==> config.mk <==
export PLATFORM = sky130hd
export DESIGN_NAME = pwm_sched_ctrl
export DESIGN_NICKNAME = d
export VERILOG_FILES = /design/src/rtl/gpio_pwm_pkg.sv /design/src/rtl/pwm_tick_gen.sv /design/src/rtl/pwm_sched_ctrl.sv
export SDC_FILE = /design/constraint.sdc
export NUM_CORES = 1
export LEC_CHECK = 0
export ABC_AREA = 1
export BUFFER_PORTS_ARGS = -buffer_cell sky130_fd_sc_hd__clkbuf_2
export CAP_MARGIN = 20
export CORE_UTILIZATION = 50
export DETAILED_ROUTE_END_ITERATION = 8
export PLACE_DENSITY = 0.78
export SETUP_SLACK_MARGIN = 0.1
export SLEW_MARGIN = 20
export SYNTH_ARGS = -nofsm -noshare
export SYNTH_HDL_FRONTEND = slang
export SYNTH_SLANG_ARGS = --single-unit
export TNS_END_PERCENT = 10
==> constraint.sdc <==
create_clock -name clk -period 7.4 [get_ports clk]
set_clock_uncertainty 0.2 [all_clocks]
set_input_delay 0.37 -clock clk [delete_from_list [all_inputs] [get_ports clk]]
set_output_delay 0.37 -clock clk [all_outputs]
set_load 0.02 [all_outputs]
==> src/rtl/gpio_pwm_pkg.sv <==
// Shared definitions for the GPIO PWM scheduler:
// register map, CTRL fields and FSM encoding.
package gpio_pwm_pkg;

    localparam logic [3:0] ADDR_CTRL   = 4'd0;
    localparam logic [3:0] ADDR_PERIOD = 4'd1;
    localparam logic [3:0] ADDR_DUTY0  = 4'd2;
    localparam logic [3:0] ADDR_CNT    = 4'd14;
    localparam logic [3:0] ADDR_STAT   = 4'd15;

    localparam int CTRL_EN     = 0;
    localparam int CTRL_SEL_LO = 4;
    localparam int CTRL_SEL_HI = 7;

    typedef enum logic [1:0] {
        IDLE = 2'd0,
        LOAD = 2'd1,
        RUN  = 2'd2
    } state_t;

endpackage

==> src/rtl/pwm_tick_gen.sv <==
// Time-base tick: clamped tap select, rising-edge detect,
// and a one-cycle blackout after any CTRL write.
module pwm_tick_gen #(
    parameter int PRESCALER = 16
) (
    input  logic                 clk,
    input  logic                 rst,
    input  logic [PRESCALER-1:0] prescaler,
    input  logic [3:0]           clk_sel,
    input  logic                 ctrl_wr,
    output logic                 tick
);

    localparam int SEL_W = (PRESCALER > 1) ? $clog2(PRESCALER) : 1;
    localparam logic [SEL_W-1:0] SEL_MAX = SEL_W'(PRESCALER - 1);

    logic [SEL_W-1:0] sel;
    logic             tap;
    logic             tap_prev;
    logic             hold;

    always_comb begin
        sel = SEL_W'(clk_sel);
        if (32'(clk_sel) >= 32'(PRESCALER))
            sel = SEL_MAX;
    end

    assign tap = prescaler[sel];

    // tap_prev still reflects the old tap right after a select change
    assign tick = tap & ~tap_prev & ~hold;

    always_ff @(posedge clk or posedge rst) begin
        if (rst) begin
            tap_prev <= 1'b0;
            hold     <= 1'b0;
        end else begin
            tap_prev <= tap;
            hold     <= ctrl_wr;
        end
    end

endmodule

==> src/rtl/pwm_sched_ctrl.sv <==
// Multi-channel PWM scheduler: register file, IDLE/LOAD/RUN
// sequencer, period counter and registered duty compare.
module pwm_sched_ctrl
    import gpio_pwm_pkg::*;
#(
    parameter int PRESCALER = 16,
    parameter int CH        = 4,
    parameter int CNT_W     = 16
) (
    input  logic                 clk,
    input  logic                 rst,
    input  logic [PRESCALER-1:0] prescaler,
    input  logic                 wr_en,
    input  logic [3:0]           wr_addr,
    input  logic [CNT_W-1:0]     wr_data,
    input  logic [3:0]           rd_addr,
    output logic [CNT_W-1:0]     rd_data,
    output logic [CH-1:0]        pwm_out,
    output logic                 period_irq,
    output logic                 running
);

    state_t           state;
    state_t           state_nx;
    logic             en;
    logic [3:0]       clk_sel;
    logic [CNT_W-1:0] period_sh;
    logic [CNT_W-1:0] period_act;
    logic [CNT_W-1:0] duty_sh  [CH];
    logic [CNT_W-1:0] duty_act [CH];
    logic [CNT_W-1:0] cnt;
    logic [CNT_W-1:0] rd_nx;
    logic [CH-1:0]    cmp;
    logic             ctrl_wr;
    logic             tick;

    assign ctrl_wr = wr_en && (wr_addr == ADDR_CTRL);
    assign running = (state == RUN);

    pwm_tick_gen #(
        .PRESCALER(PRESCALER)
    ) u_tick (
        .clk       (clk),
        .rst       (rst),
        .prescaler (prescaler),
        .clk_sel   (clk_sel),
        .ctrl_wr   (ctrl_wr),
        .tick      (tick)
    );

    always_ff @(posedge clk or posedge rst) begin
        if (rst) begin
            en        <= 1'b0;
            clk_sel   <= '0;
            period_sh <= '0;
            for (int i = 0; i < CH; i++)
                duty_sh[i] <= '0;
        end else if (wr_en) begin
            if (wr_addr == ADDR_CTRL) begin
                en      <= wr_data[CTRL_EN];
                clk_sel <= wr_data[CTRL_SEL_HI:CTRL_SEL_LO];
            end
            if (wr_addr == ADDR_PERIOD)
                period_sh <= wr_data;
            for (int i = 0; i < CH; i++)
                if (int'(wr_addr) == int'(ADDR_DUTY0) + i)
                    duty_sh[i] <= wr_data;
        end
    end

    always_ff @(posedge clk or posedge rst) begin
        if (rst)
            state <= IDLE;
        else
            state <= state_nx;
    end

    always_comb begin
        state_nx = state;
        case (state)
            IDLE:    if (en) state_nx = LOAD;
            LOAD:    state_nx = RUN;
            RUN:     state_nx = RUN;
            default: state_nx = IDLE;
        endcase
        if (!en)
            state_nx = IDLE;
    end

    always_comb begin
        cmp = '0;
        for (int i = 0; i < CH; i++)
            cmp[i] = (cnt < duty_act[i]);
    end

    always_ff @(posedge clk or posedge rst) begin
        if (rst) begin
            cnt        <= '0;
            period_act <= '0;
            pwm_out    <= '0;
            period_irq <= 1'b0;
            for (int i = 0; i < CH; i++)
                duty_act[i] <= '0;
        end else begin
            pwm_out    <= '0;
            period_irq <= 1'b0;
            if (!en || state == IDLE) begin
                cnt <= '0;
            end else if (state == LOAD) begin
                cnt        <= '0;
                period_act <= period_sh;
                duty_act   <= duty_sh;
            end else if (state == RUN) begin
                pwm_out <= cmp;
                if (tick) begin
                    // wrap reloads from shadows as they stood before this edge
                    if (cnt == period_act) begin
                        cnt        <= '0;
                        period_act <= period_sh;
                        duty_act   <= duty_sh;
                        period_irq <= 1'b1;
                    end else begin
                        cnt <= cnt + 1'b1;
                    end
                end
            end
        end
    end

    always_comb begin
        rd_nx = '0;
        if (rd_addr == ADDR_CTRL)
            rd_nx = CNT_W'({clk_sel, 3'b000, en});
        else if (rd_addr == ADDR_PERIOD)
            rd_nx = period_sh;
        else if (rd_addr == ADDR_CNT)
            rd_nx = cnt;
        else if (rd_addr == ADDR_STAT)
            rd_nx = CNT_W'({running, state});
        for (int i = 0; i < CH; i++)
            if (int'(rd_addr) == int'(ADDR_DUTY0) + i)
                rd_nx = duty_sh[i];
    end

    always_ff @(posedge clk or posedge rst) begin
        if (rst)
            rd_data <= '0;
        else
            rd_data <= rd_nx;
    end

endmodule

==> results.yml <==
timing:
  fmax_mhz: 258.5
  fin_setup_tns_ns: 0
  slew_headroom_pct: 27.96
  fin_crit_sh_pct: 52.28
  layout_min_cycle_time_ns: 3.869
  setup_violations: 0
  worstMarginPinSlew_ns: 1.079
  final_hold_viol_count: 0
  rsz0062_at_grt: "no"
  drv_slew: 0
global_route:
  gr-usage-met1_pct: 37.19
  grt_pass1_wl_um: 46720
  top_usage_layer: "met2"
  grt_util_met3_pct: 3.364
  groute.usage.overall_pct: 26.99
  grt-ovfl-total: 0
  grt_pass1_vias: 8966
  antenna_found_initial: 0
  grtUsageMet2_pct: 44.04
  grt_start_max_net_pins: 124
place:
  placed_area_um2: 11260
  portBuffers: 64
  hpwl_um: 19350
  place_congestion: 0.8852
floorplanning:
  num_rows: 53
  core-area_um2: 21090
  io_pins: 65
  fp.dieW_um: 148.9
  die_area_um2: 22160
  chipHeight_um: 148.9
  start_util_pct: 51.14
route:
  post_drt_wl_per_cell_um: 17.03
  vias: 9338
  drt_iter0_drc: 893
  drc: 0
  wl_um: 28770
  first_pass_iters: 8
  via_per_inst: 5.525
  drtAntennaViolNets: 0
setup_path:
  start_kind: "flip-flop"
  endpoint_kind: "flip-flop"
  cp_slowest_cell: "nand2_4"
  critPathKind: "flip-flop to flip-flop"
  crit_family: "simple AND/OR/NAND/NOR gates"
  path_buf_inv: 0
  worstPathArrival_ns: 4.06
  slowest_delay_ns: 0.72
  cp_common_cell: "nand2_1"
  crit_required_ns: 7.59
  rrSetupSlack_ns: 3.53
  r2r-start: "cnt[11]"
  worstPathMaxFanout: 81
  cp-startpoint: "cnt[11]"
  crit_chain: "xnor2_1 -> nand2_1 -> nor2_1 -> nand2_1 -> nor2_2 -> nand3_2 -> nand2_4 -> nand2_4 -> nand2_1 -> nand2_1"
yosys:
  synth_area_um2: 10780
  synth_seq_cells: 206
  synth_nets: 1451
  yosysSeqAreaShare_pct: 47.80
  yosysWarnings: 0
  syn_area_per_cell_um2: 8.024
  yosys.cell_types.count: 31
  synth_cells: 1344
pwr:
  combPwrFrac_pct: 28.5
  power_mw: 3.719
  switching_share_pct: 36.73
  seq_power_share_pct: 41.7
  p_leak_nw: 6.352
  p_per_area_nw_per_um2: 306.1
  ir_drop_mv: 0.1791
  pwr-share-clk_pct: 29.8
  p_int_mw: 2.353
  net-switching-power_mw: 1.366
layout:
  drive_gt1_share_pct: 8.551
  final_design_area_no_fill_um2: 12150
  area.sequential_um2: 5155
  multi_input_area_um2: 4746
  num-fill-cells: 1890
  syn_to_final_growth_pct: 12.66
  n_antenna_cell: 0
  finalNetCount: 1507
clocking:
  cts-root-buf: "clkbuf_16"
  clk_latency_ns: 0.51
  cts_tree: "built"
  h-tree-depth: 1
  clk_pin_slew_ns: 0.07
  clkSinkCount: 206
  numCtsBuffers: 22
  clock_tree.buffer_depth: 3
  post_cts.repair.setup_buffers: 0
min_path:
  min_from: "wr_data[3]"
  min_path_type: "primary input to flip-flop"
run:
  maxCapViolations: 0
status:
  status: "finished clean"
[logic make-up (layout without fill, tap and decap cells)]
logic type,count (synthesis),count (layout),share of synthesized area (%)
fa+ha+maj,64,64,7.425
compound gates,183,183,9.769
flops,206,206,47.80
simple gates,657,657,25.40
buf+inv,219,290,8.388
xor+xnor,15,15,1.218
[what timing repair did]
action | in CTS | in global routing
hold buffers | 16 | 0
endpoints found under the hold margin | 157 | 0
gates resized for setup | 0 | 0
[synth_stat cells (all sizes together)]
library cell	n	area share, %
a211oi	4	0.28
nand4	8	0.46
o2111ai	14	1.1
o211ai	7	0.49
a221oi	8	0.65
a21oi	43	2.0
o221ai	2	0.16
inv	163	5.7
nand2	440	15
nand3b	10	0.70
a21o	4	0.28
nor3	21	0.97
buf	23	1.6
dfrtp	206	48
nand3	123	5.8
and3	1	0.058
ha	64	7.4
xnor2	10	0.81
clkbuf	33	1.1
o21ai	97	4.5
o21a	4	0.28
nor2	54	1.9
xor2	5	0.41
[placed cells by master (no fill, tap or decap), types with 5 or more instances in the layout]
cell           netlist  routed
a221oi_1             8       8
xor2_1               5       5
nand3_1            121     121
clkbuf_16            0      22
buf_4                2       6
dlygate4sd3_1        0      16
o2111ai_1           14      14
clkbuf_2             0      64
nand2_1            437     437
dfrtp_1            206     206
o21ai_0             97      97
inv_1              160     159
nor2_1              52      50
a21oi_1             43      43
nor3_1              21      20
ha_1                64      64
clkinv_2             0       6
o211ai_1             7       7
nand4_1              8       8
nand3b_1            10      10
xnor2_1             10      10
[worst register-to-register path: cells and delay by family (launching register included)]
kind | cells | cell delay, ns
XOR/XNOR | 1 | 0.19
flip-flops | 1 | 0.62
AND/OR/NAND/NOR | 9 | 2.75
[worst paths after layout]
check	endpoint	cells past startpoint
setup / recovery	duty_act[54]	10
hold / removal	duty_sh[3]	3
setup reg to reg	duty_act[54]	10
hold reg to reg	duty_act[56]	2
max in group asynchronous	period_act[3]	4
min in group asynchronous	duty_sh[2]	3
[sequential cells by signal, summed over array words and instances, names as in the netlist, 2 cells and up]
name,flops
rd_data,16
state,2
duty_act,64
cnt,16
pwm_out,4
clk_sel,4
period_sh,16
period_act,16
duty_sh,64
[per-stage QoR]
stage               setup WS [ns]  cells  hold WS (ns)  util [%]
detailed placement          3.623   1635        0.2583     53.42
finish                      3.531   1690       0.03121     57.61
global route                3.276   1690       0.03944     57.61
floorplan                   1.206   1344        0.2419         -
CTS                         3.613   1690       0.02006     57.59
global placement            3.732   1634        0.2545     53.29
[final cells by class]
type	instances	area share, %
well taps	275	2.832
flip-flops and latches	206	42.43
multi-input cells	919	39.06
repair buffers	88	4.645
clock inverters	10	0.9372
clock buffers	29	4.995
inverters	163	5.098
[power groups by stage]
| stage | clock network (mW) | registers [mW] | logic, mW |
|---|---|---|---|
| floorplan | 0 | 1.52 | 0.771 |
| global placement | 0 | 1.56 | 0.996 |
| detailed placement | 0 | 1.56 | 1.04 |
| CTS | 1.12 | 1.54 | 1.06 |
| global route | 1.16 | 1.57 | 1.20 |
| finish | 1.11 | 1.55 | 1.06 |
[per-layer routing]
metal / vias up / wire length [um]
li1: 4449 / -
met1: 4450 / 12400
met2: 376 / 13720
met3: 63 / 1773
met4: 0 / 875
met5: - / 0
No activity file was read; power rests on OpenSTA's default activity.
